## config.mk

```make
export PLATFORM = sky130hd
export DESIGN_NAME = rv_imm_gen_pipe
export DESIGN_NICKNAME = d
export VERILOG_FILES = /design/src/rtl/rv_imm_pkg.sv /design/src/rtl/rv_imm_dec.sv /design/src/rtl/rv_imm_gen_pipe.sv
export SDC_FILE = /design/constraint.sdc
export NUM_CORES = 1
export LEC_CHECK = 0
export ABC_AREA = 1
export BUFFER_PORTS_ARGS = -buffer_cell sky130_fd_sc_hd__buf_4
export CAP_MARGIN = 40
export CORE_UTILIZATION = 37
export DETAILED_ROUTE_END_ITERATION = 12
export PLACE_DENSITY_LB_ADDON = 0.2
export SLEW_MARGIN = 20
export SYNTH_ARGS = -nofsm -noshare
export SYNTH_HDL_FRONTEND = slang
export SYNTH_HIERARCHICAL = 1
export SYNTH_SLANG_ARGS = --single-unit
export TNS_END_PERCENT = 1
```

## constraint.sdc

```tcl
create_clock -name clk_i -period 3 [get_ports clk_i]
set_input_delay 0.6 -clock clk_i [delete_from_list [all_inputs] [get_ports clk_i]]
set_output_delay 0.6 -clock clk_i [all_outputs]
set_load 0.02 [all_outputs]
```

## src/rtl/rv_imm_pkg.sv

```systemverilog
// Shared opcodes, immediate-format codes and result metadata for the RV32I/RV64I immediate generator.
package rv_imm_pkg;

  localparam int unsigned OPC_W  = 7;
  localparam int unsigned TYPE_W = 3;

  localparam logic [OPC_W-1:0] OPC_LOAD    = 7'b0000011;
  localparam logic [OPC_W-1:0] OPC_OPIMM   = 7'b0010011;
  localparam logic [OPC_W-1:0] OPC_OPIMM32 = 7'b0011011;
  localparam logic [OPC_W-1:0] OPC_STORE   = 7'b0100011;
  localparam logic [OPC_W-1:0] OPC_BRANCH  = 7'b1100011;
  localparam logic [OPC_W-1:0] OPC_LUI     = 7'b0110111;
  localparam logic [OPC_W-1:0] OPC_AUIPC   = 7'b0010111;
  localparam logic [OPC_W-1:0] OPC_JAL     = 7'b1101111;
  localparam logic [OPC_W-1:0] OPC_JALR    = 7'b1100111;
  localparam logic [OPC_W-1:0] OPC_SYSTEM  = 7'b1110011;

  typedef enum logic [TYPE_W-1:0] {
    IMM_NONE = 3'd0,
    IMM_I    = 3'd1,
    IMM_S    = 3'd2,
    IMM_B    = 3'd3,
    IMM_U    = 3'd4,
    IMM_J    = 3'd5,
    IMM_SH   = 3'd6,
    IMM_Z    = 3'd7
  } imm_type_e;

  typedef struct packed {
    imm_type_e typ;
    logic      illegal;
  } imm_meta_t;

endpackage

```

## src/rtl/rv_imm_dec.sv

```systemverilog
// Combinational immediate decode: instruction word -> XLEN immediate, format class, illegal flag.
// CSR zimm decoding is enabled with RV_IMM_CSR_ZIMM_EN.
module rv_imm_dec
  import rv_imm_pkg::*;
#(
  parameter int unsigned XLEN = 64
) (
  input  logic [31:0]     instr,
  output logic [XLEN-1:0] imm_c,
  output imm_meta_t       meta_c
);

  logic [OPC_W-1:0] opcode;
  logic             is_shift;
  logic [31:0]      imm_i32;
  logic [31:0]      imm_s32;
  logic [31:0]      imm_b32;
  logic [31:0]      imm_u32;
  logic [31:0]      imm_j32;

  assign opcode   = instr[6:0];
  assign is_shift = (instr[13:12] == 2'b01);

  // Raw 32-bit forms; every format is sign-extended from bit 31 to XLEN below.
  assign imm_i32 = {{20{instr[31]}}, instr[31:20]};
  assign imm_s32 = {{20{instr[31]}}, instr[31:25], instr[11:7]};
  assign imm_b32 = {{19{instr[31]}}, instr[31], instr[7], instr[30:25], instr[11:8], 1'b0};
  assign imm_u32 = {instr[31:12], 12'b0};
  assign imm_j32 = {{11{instr[31]}}, instr[31], instr[19:12], instr[20], instr[30:21], 1'b0};

  always_comb begin
    imm_c          = '0;
    meta_c.typ     = IMM_NONE;
    meta_c.illegal = 1'b0;
    case (opcode)
      OPC_LOAD, OPC_JALR: begin
        imm_c      = XLEN'($signed(imm_i32));
        meta_c.typ = IMM_I;
      end
      OPC_OPIMM: begin
        if (is_shift) begin
          meta_c.typ = IMM_SH;
          if (XLEN == 64) begin
            imm_c = XLEN'(instr[25:20]);
          end else begin
            imm_c          = XLEN'(instr[24:20]);
            meta_c.illegal = instr[25];
          end
        end else begin
          imm_c      = XLEN'($signed(imm_i32));
          meta_c.typ = IMM_I;
        end
      end
      OPC_OPIMM32: begin
        // Word ops only exist on RV64; on RV32 the whole opcode is illegal.
        if (XLEN == 64) begin
          if (is_shift) begin
            imm_c          = XLEN'(instr[24:20]);
            meta_c.typ     = IMM_SH;
            meta_c.illegal = instr[25];
          end else begin
            imm_c      = XLEN'($signed(imm_i32));
            meta_c.typ = IMM_I;
          end
        end else begin
          meta_c.illegal = 1'b1;
        end
      end
      OPC_STORE: begin
        imm_c      = XLEN'($signed(imm_s32));
        meta_c.typ = IMM_S;
      end
      OPC_BRANCH: begin
        imm_c      = XLEN'($signed(imm_b32));
        meta_c.typ = IMM_B;
      end
      OPC_LUI, OPC_AUIPC: begin
        imm_c      = XLEN'($signed(imm_u32));
        meta_c.typ = IMM_U;
      end
      OPC_JAL: begin
        imm_c      = XLEN'($signed(imm_j32));
        meta_c.typ = IMM_J;
      end
`ifdef RV_IMM_CSR_ZIMM_EN
      OPC_SYSTEM: begin
        if (instr[14]) begin
          imm_c      = XLEN'(instr[19:15]);
          meta_c.typ = IMM_Z;
        end
      end
`else
      OPC_SYSTEM: begin
        imm_c      = '0;
        meta_c.typ = IMM_NONE;
      end
`endif
      default: begin
        imm_c      = '0;
        meta_c.typ = IMM_NONE;
      end
    endcase
  end

endmodule

```

## src/rtl/rv_imm_gen_pipe.sv

```systemverilog
// Pipelined immediate generator: one-cycle decode stage with valid/ready handshake,
// one-entry skid buffer (register-driven ready_o) and flush. Optional macro: RV_IMM_CSR_ZIMM_EN.
module rv_imm_gen_pipe
  import rv_imm_pkg::*;
#(
  parameter int unsigned XLEN  = 64,
  parameter int unsigned TAG_W = 8
) (
  input  logic              clk_i,
  input  logic              rst_i,
  input  logic              flush_i,
  input  logic              valid_i,
  output logic              ready_o,
  input  logic [31:0]       instr_i,
  input  logic [TAG_W-1:0]  tag_i,
  output logic              valid_o,
  input  logic              ready_i,
  output logic [XLEN-1:0]   imm_o,
  output logic [TYPE_W-1:0] type_o,
  output logic              illegal_o,
  output logic [TAG_W-1:0]  tag_o
);

  logic [XLEN-1:0]  dec_imm;
  imm_meta_t        dec_meta;

  logic             out_valid_q, out_valid_d;
  logic [XLEN-1:0]  out_imm_q,   out_imm_d;
  imm_meta_t        out_meta_q,  out_meta_d;
  logic [TAG_W-1:0] out_tag_q,   out_tag_d;

  logic             skid_full_q, skid_full_d;
  logic [XLEN-1:0]  skid_imm_q,  skid_imm_d;
  imm_meta_t        skid_meta_q, skid_meta_d;
  logic [TAG_W-1:0] skid_tag_q,  skid_tag_d;

  logic             ready_q, ready_d;
  logic             accept;
  logic             out_free;

  rv_imm_dec #(.XLEN(XLEN)) u_dec (
    .instr  (instr_i),
    .imm_c  (dec_imm),
    .meta_c (dec_meta)
  );

  assign accept   = valid_i & ready_q;
  assign out_free = ~out_valid_q | ready_i;

  // Next-state: skid drains before new input; ready_q == ~skid_full_q so both never collide.
  always_comb begin
    out_valid_d = out_valid_q;
    out_imm_d   = out_imm_q;
    out_meta_d  = out_meta_q;
    out_tag_d   = out_tag_q;
    skid_full_d = skid_full_q;
    skid_imm_d  = skid_imm_q;
    skid_meta_d = skid_meta_q;
    skid_tag_d  = skid_tag_q;
    if (flush_i) begin
      out_valid_d = 1'b0;
      skid_full_d = 1'b0;
    end else if (out_free) begin
      if (skid_full_q) begin
        out_valid_d = 1'b1;
        out_imm_d   = skid_imm_q;
        out_meta_d  = skid_meta_q;
        out_tag_d   = skid_tag_q;
        skid_full_d = 1'b0;
      end else if (accept) begin
        out_valid_d = 1'b1;
        out_imm_d   = dec_imm;
        out_meta_d  = dec_meta;
        out_tag_d   = tag_i;
      end else begin
        out_valid_d = 1'b0;
      end
    end else if (accept) begin
      skid_full_d = 1'b1;
      skid_imm_d  = dec_imm;
      skid_meta_d = dec_meta;
      skid_tag_d  = tag_i;
    end
    ready_d = ~skid_full_d;
  end

  always_ff @(posedge clk_i) begin
    if (rst_i) begin
      out_valid_q <= 1'b0;
      out_imm_q   <= '0;
      out_meta_q  <= '{typ: IMM_NONE, illegal: 1'b0};
      out_tag_q   <= '0;
      skid_full_q <= 1'b0;
      skid_imm_q  <= '0;
      skid_meta_q <= '{typ: IMM_NONE, illegal: 1'b0};
      skid_tag_q  <= '0;
      ready_q     <= 1'b1;
    end else begin
      out_valid_q <= out_valid_d;
      out_imm_q   <= out_imm_d;
      out_meta_q  <= out_meta_d;
      out_tag_q   <= out_tag_d;
      skid_full_q <= skid_full_d;
      skid_imm_q  <= skid_imm_d;
      skid_meta_q <= skid_meta_d;
      skid_tag_q  <= skid_tag_d;
      ready_q     <= ready_d;
    end
  end

  assign ready_o   = ready_q;
  assign valid_o   = out_valid_q;
  assign imm_o     = out_imm_q;
  assign type_o    = out_meta_q.typ;
  assign illegal_o = out_meta_q.illegal;
  assign tag_o     = out_tag_q;

endmodule

```

# Yosys cells after proc, flatten, opt, wreduce, memory -nomap -nowiden
# Cells that the tools add are included.
[word_totals] register_bits=155 in_bits=45
[op_classes] n_eq_ne=10 n_mux=18 bitwise_logic=6 n_reduce_logical=7
[op_table] operator="one-hot mux 64 bit (7 select lines)" count=1
[op_table] operator="2-to-1 mux 64 bit" count=4
[op_table] operator="== test 7 x 5 -> 1 bit (second input constant)" count=3
[op_table] operator="== test 7 bit (second input constant)" count=3
[op_table] operator="one-hot mux 3 bit (6 select lines)" count=1
[op_table] operator="2-to-1 mux 8 bit" count=2
[op_table] operator="== test 7 x 6 -> 1 bit (second input constant)" count=2
[op_table] operator="2-to-1 mux 4 bit" count=2
[op_table] operator="OR reduction 2 bit" count=4
[op_table] operator="== test 7 x 2 -> 1 bit (second input constant)" count=1
[op_table] operator="2-to-1 mux 1 bit" count=7
[op_table] operator="AND reduction 3 bit" count=2
[op_table] operator="inverter 1 bit" count=4
[op_table] operator="2-to-1 mux 3 bit" count=1
[op_table] operator="== test 2 x 1 -> 1 bit (second input constant)" count=1
[op_table] operator="nonzero test 2 bit" count=1
[op_table] operator="AND 1 bit" count=1
[op_table] operator="bitwise OR 1 bit" count=1

# Logic depth before layout (Yosys ltp)
[depth] ltp_word=5 ltp_mapped=14 mapped_depth_nobuf=11

# Modules after synthesis
# The synthesis kept the hierarchy.
[by_module_without_submodules] module="rv_imm_gen_pipe" instances=1 cells_each=1162 area_each_um2=7260.7 seq_area_each_um2=3103.0
[by_module_without_submodules] module="rv_imm_dec" instances=1 cells_each=304 area_each_um2=1597.8 seq_area_each_um2=0.0

# Least setup slack after synthesis
# Ideal clock, no wire load.
[synth_timing] path_kind="input -> register" startpoint="input port instr_i[4]" endpoint="register out_imm_q[32] (netlist: imm_o[32])" setup_ns=0.113 arrival_time_ns=2.427 setup_slack_ns=0.460 path_stages=14 path_cell_list="inv_2 > nand2_1 > nor2_4 > buf_6 > nand2_2 > buf_6 > nand3_1 > nand2_1 > nand3_1 > buf_4 > inv_1 > o21ai_0 > nor2_1 > nor2_1"
[synth_between] elab_chain_cells=5 elab_cells_between_ends=14
[synth_rtl] item="from (decl)" line="rv_imm_gen_pipe.sv:14" source="input logic [31:0] instr_i,"
[synth_rtl] item="== test 7 x 6 -> 1 bit, or another cell as far along" line="rv_imm_dec.sv:35" source="case (opcode)"
[synth_rtl] item="OR reduction 2 bit" line="rv_imm_dec.sv:35"
[synth_rtl] item="one-hot mux 64 bit (7 select lines) *" line="rv_imm_dec.sv:35"
[synth_rtl] item="net dec_imm[32]" line="rv_imm_gen_pipe.sv:24" source="logic [XLEN-1:0] dec_imm;"
[synth_rtl] item="2-to-1 mux 64 bit *" line="rv_imm_gen_pipe.sv:70" source="end else if (accept) begin"
[synth_rtl] item="2-to-1 mux 64 bit *" line="rv_imm_gen_pipe.sv:64" source="if (skid_full_q) begin"
[synth_rtl] item="to (signal assigned)" line="rv_imm_gen_pipe.sv:100" source="out_imm_q <= out_imm_d;"
[synth_rtl] item="to (decl)" line="rv_imm_gen_pipe.sv:28" source="logic [XLEN-1:0] out_imm_q, out_imm_d;"
# The timed path passes the listed nets; every way through them passes the cells marked *. The select of a mux whose other input is x is not followed.
# A chain may end at the register's enable or synchronous reset.

# Final worst setup path
[layout_timing] startpoint="input port instr_i[13]" endpoint="register out_imm_q[56] (netlist: imm_o[56])"
[layout_between] elab_chain_cells=5 elab_cells_between_ends=6
[layout_rtl] item="== test 2 x 1 -> 1 bit *" line="rv_imm_dec.sv:22" source="assign is_shift = (instr[13:12] == 2'b01);"
[layout_rtl] item="2-to-1 mux 64 bit, on equally long branches" line="rv_imm_dec.sv:57, rv_imm_dec.sv:41"
[layout_rtl] item="one-hot mux 64 bit (7 select lines) *" line="rv_imm_dec.sv:35"
[layout_rtl] item="2-to-1 mux 64 bit *" line="rv_imm_gen_pipe.sv:70"
[layout_rtl] item="2-to-1 mux 64 bit *" line="rv_imm_gen_pipe.sv:64"
# Mark *: on every way between the ends. The rest lies on a longest branch, timed or not. The select of a mux whose other input is x is not followed.

==> summary.txt <==
GPL Wtd Cong: 0.834
Aggregate routed wire length: 21400 um
1st-iter DRT viols: 588
Setup crit start kind: input port
WP data required: 3.32 ns
DRC viols: 0
Maximum VDD drop: 0.352 mV
Crit-path max FO: 33
Yosys reg bits: 155
CTS resizes: 0
Synth Area in Compound Gates: 9.56%
Initial Util: 37.7%
Yosys top cell by area: dfxtp_1
ANT nets after route: 0
Setup TNS: 0 ns
Area Growth Syn to Fin: 15.4%
Highest Clock Rate: 500 MHz
Synth Area in Simple Gates: 38.5%
Leakage power: 0.00491 uW
Share of layout cells above drive strength 1: 13.3%
Fin. Hold Viols: 0
Port Buffer Count: 122
Synthesized instance count: 1466
Row cnt: 56
Fin cells: 1828
Postcts setup bufs: 0
Multiplexer area fraction after synthesis: 0%
Cells after DPL: 1796
CP delay by family, top: simple AND/OR/NAND/NOR gates
Most common cell in the netlist: nand2_1
Core area: 0.0235 mm^2
Overall Global Routing Usage: 18.0%
Vias: 8365
Number of synthesized flops with an enable pin: 0
Cells along the critical path: buf_4 -> nor2_2 -> nor2_1 -> nand3_1 -> nand2_1 -> inv_2 -> nand3_1 -> buf_12 -> inv_1 -> o21ai_0 -> nor2_1 -> nor2_1
Post-Synth Adder-Cell Area: 0%
Status: finished clean
Syn_nets: 1511
Delay of the slowest cell on the worst path: 0.34 ns
Initial antenna violation count: 0
Final Max Tran Viols: 0
TritonCTS clock tree: yes
Horiz. Die Dim: 157 um
Die Span Y: 157 um
CP Class: in -> reg
Remaining Overflow, GRT: 0
Clock tree sinks: 155
Die Area: 0.0246 mm^2
Cell Pwr Density: 482 mW/mm^2
Worst skew pair latency: 0.43 ns
Clk buf depth: 2
Yosys top cell area share: 35.0%
Crit path max-delay cell type: nor2_2
Hold Path Class: in -> reg
Clock root cell: clkbuf_16
I/O pin cnt: 123
Initial DRT Pass Iterations: 5
Final #Nets: 1541
WL per Instance: 11.7 um
Synth Flop Type: dfxtp_1
Avg Inst Size Synth: 6.04 um^2
Top cells by count, synth: 353 x nand2_1, 282 x nor2_1, 189 x inv_1, 166 x nand3_1, 155 x dfxtp_1
Synth Area in XOR/XNOR: 0%
Yosys cell types: 25
Largest net degree at the start of global routing: 85
# setup viols final: 0
Hold Buf Count CTS: 0
Worst Skew: 0.00914 ns
Dpl hpwl: 13500 um
Maxcap violations: 0
Least-Margin Pin Slew: 0.567 ns
Worst setup EP type: flip-flop
CP Data Arrival Time: 2.32 ns
CTS buffer count: 17
H-tree depth: 4
Vias in the first global route: 7271
CP bufs+invs: 4
Diodes inserted: 0
Number of vias per cell: 4.58
CP most frequent cell: nor2_1
Cell Area, Synth: 0.00886 mm^2
Worst slew margin: 62.1%
Period minus WS final: 2.00 ns
First-pass GRT wire length: 35800 um
RSZ-0062 raised after global routing: false
Post-synthesis sequential area ratio: 35.0%
Total number of yosys warnings: 6
Async SR Flop Fraction: 0%
Synth area leaders: dfxtp_1 35%, nand2_1 15%, nor2_1 12%, nand3_1 9.4%, inv_1 8.0%
Post-route clock period utilization: 66.7%
Worst-path clk slew: 0.07 ns
Largest family of logic cells by synthesized area: simple AND/OR/NAND/NOR gates
-- path summary, 6_finish.rpt --
kind	start	to	slack, ns	depth (start not counted)
max	instr_i[13]	imm_o[56]	1.0	12
min reg2reg	skid_imm_q[21]	skid_imm_q[21]	0.48	2
min	rst_i	valid_o	0.45	3
max reg2reg	skid_full_q	imm_o[25]	1.12	6
-- report_power, final --
| part | total, uW | internal (uW) | switching [uW] |
|---|---|---|---|
| logic | 696 | 258 | 438 |
| clock network | 2050 | 1100 | 946 |
| registers | 2190 | 2140 | 49.2 |
-- through the flow --
stage	instance area [um^2]	utilization, %	total power, uW	hold slack (ns)	worst slack [ns]
after detailed placement	9670	41.2	2930	0.468	0.585
after floorplan	8860	-	2690	0.451	0.460
after global routing	10200	43.6	5190	0.451	0.772
after global placement	9670	41.2	2930	0.459	0.646
after CTS	10200	43.6	5010	0.434	1.04
final	10200	43.6	4930	0.454	1.00
-- placed cells by master (no fill, tap or decap), drive strengths merged --
master,count
nand2,360
nor2,290
inv,201
nand3,170
dfxtp,155
buf,140
o21ai,87
a21oi,77
clkbuf,19
clkinv,4
clkinvlp,3
nor3,2
o21a,1
-- metal layers --
layer	share of wire, %	global-route usage, %	vias up
li1	-	-	4512
met1	51	24.8	3658
met2	44	28.1	171
met3	4.2	2.99	24
met4	1.6	6.40	0
met5	0	0	-
-- worst register-to-register path: stages, from the launching register on --
cell and delay, ns:
dfxtp_4 0.64, inv_2 0.06, nand2_2 0.11, nand3_4 0.35, buf_12 0.35, nor2_1 0.20
nor2_1 0.07
-- cell families (layout without fill, tap and decap cells) --
kind of cell,count (synthesis),after routing
buffers and inverters,324,367
AOI/OAI and AO/OA,165,165
DFF,155,155
and+or+nand+nor,822,822
-- state kept, by name, summed over array words and instances, names as in the netlist --
name         count
skid_meta_q      4
tag_o            8
type_o           3
skid_imm_q      64
valid_o          1
skid_full_q      1
illegal_o        1
imm_o           64
ready_o          1
skid_tag_q       8
-- layout make-up --
cell class / instances / area [um^2]
inverters: 195 / 737
flip-flops and latches: 155 / 3110
multi-input cells: 987 / 4270
clock inverters: 13 / 109
well taps: 319 / 399
fillers: 2484 / 13200
clock buffers: 19 / 443
repair buffers: 140 / 1160
Power figures use the tool's default switching activity.
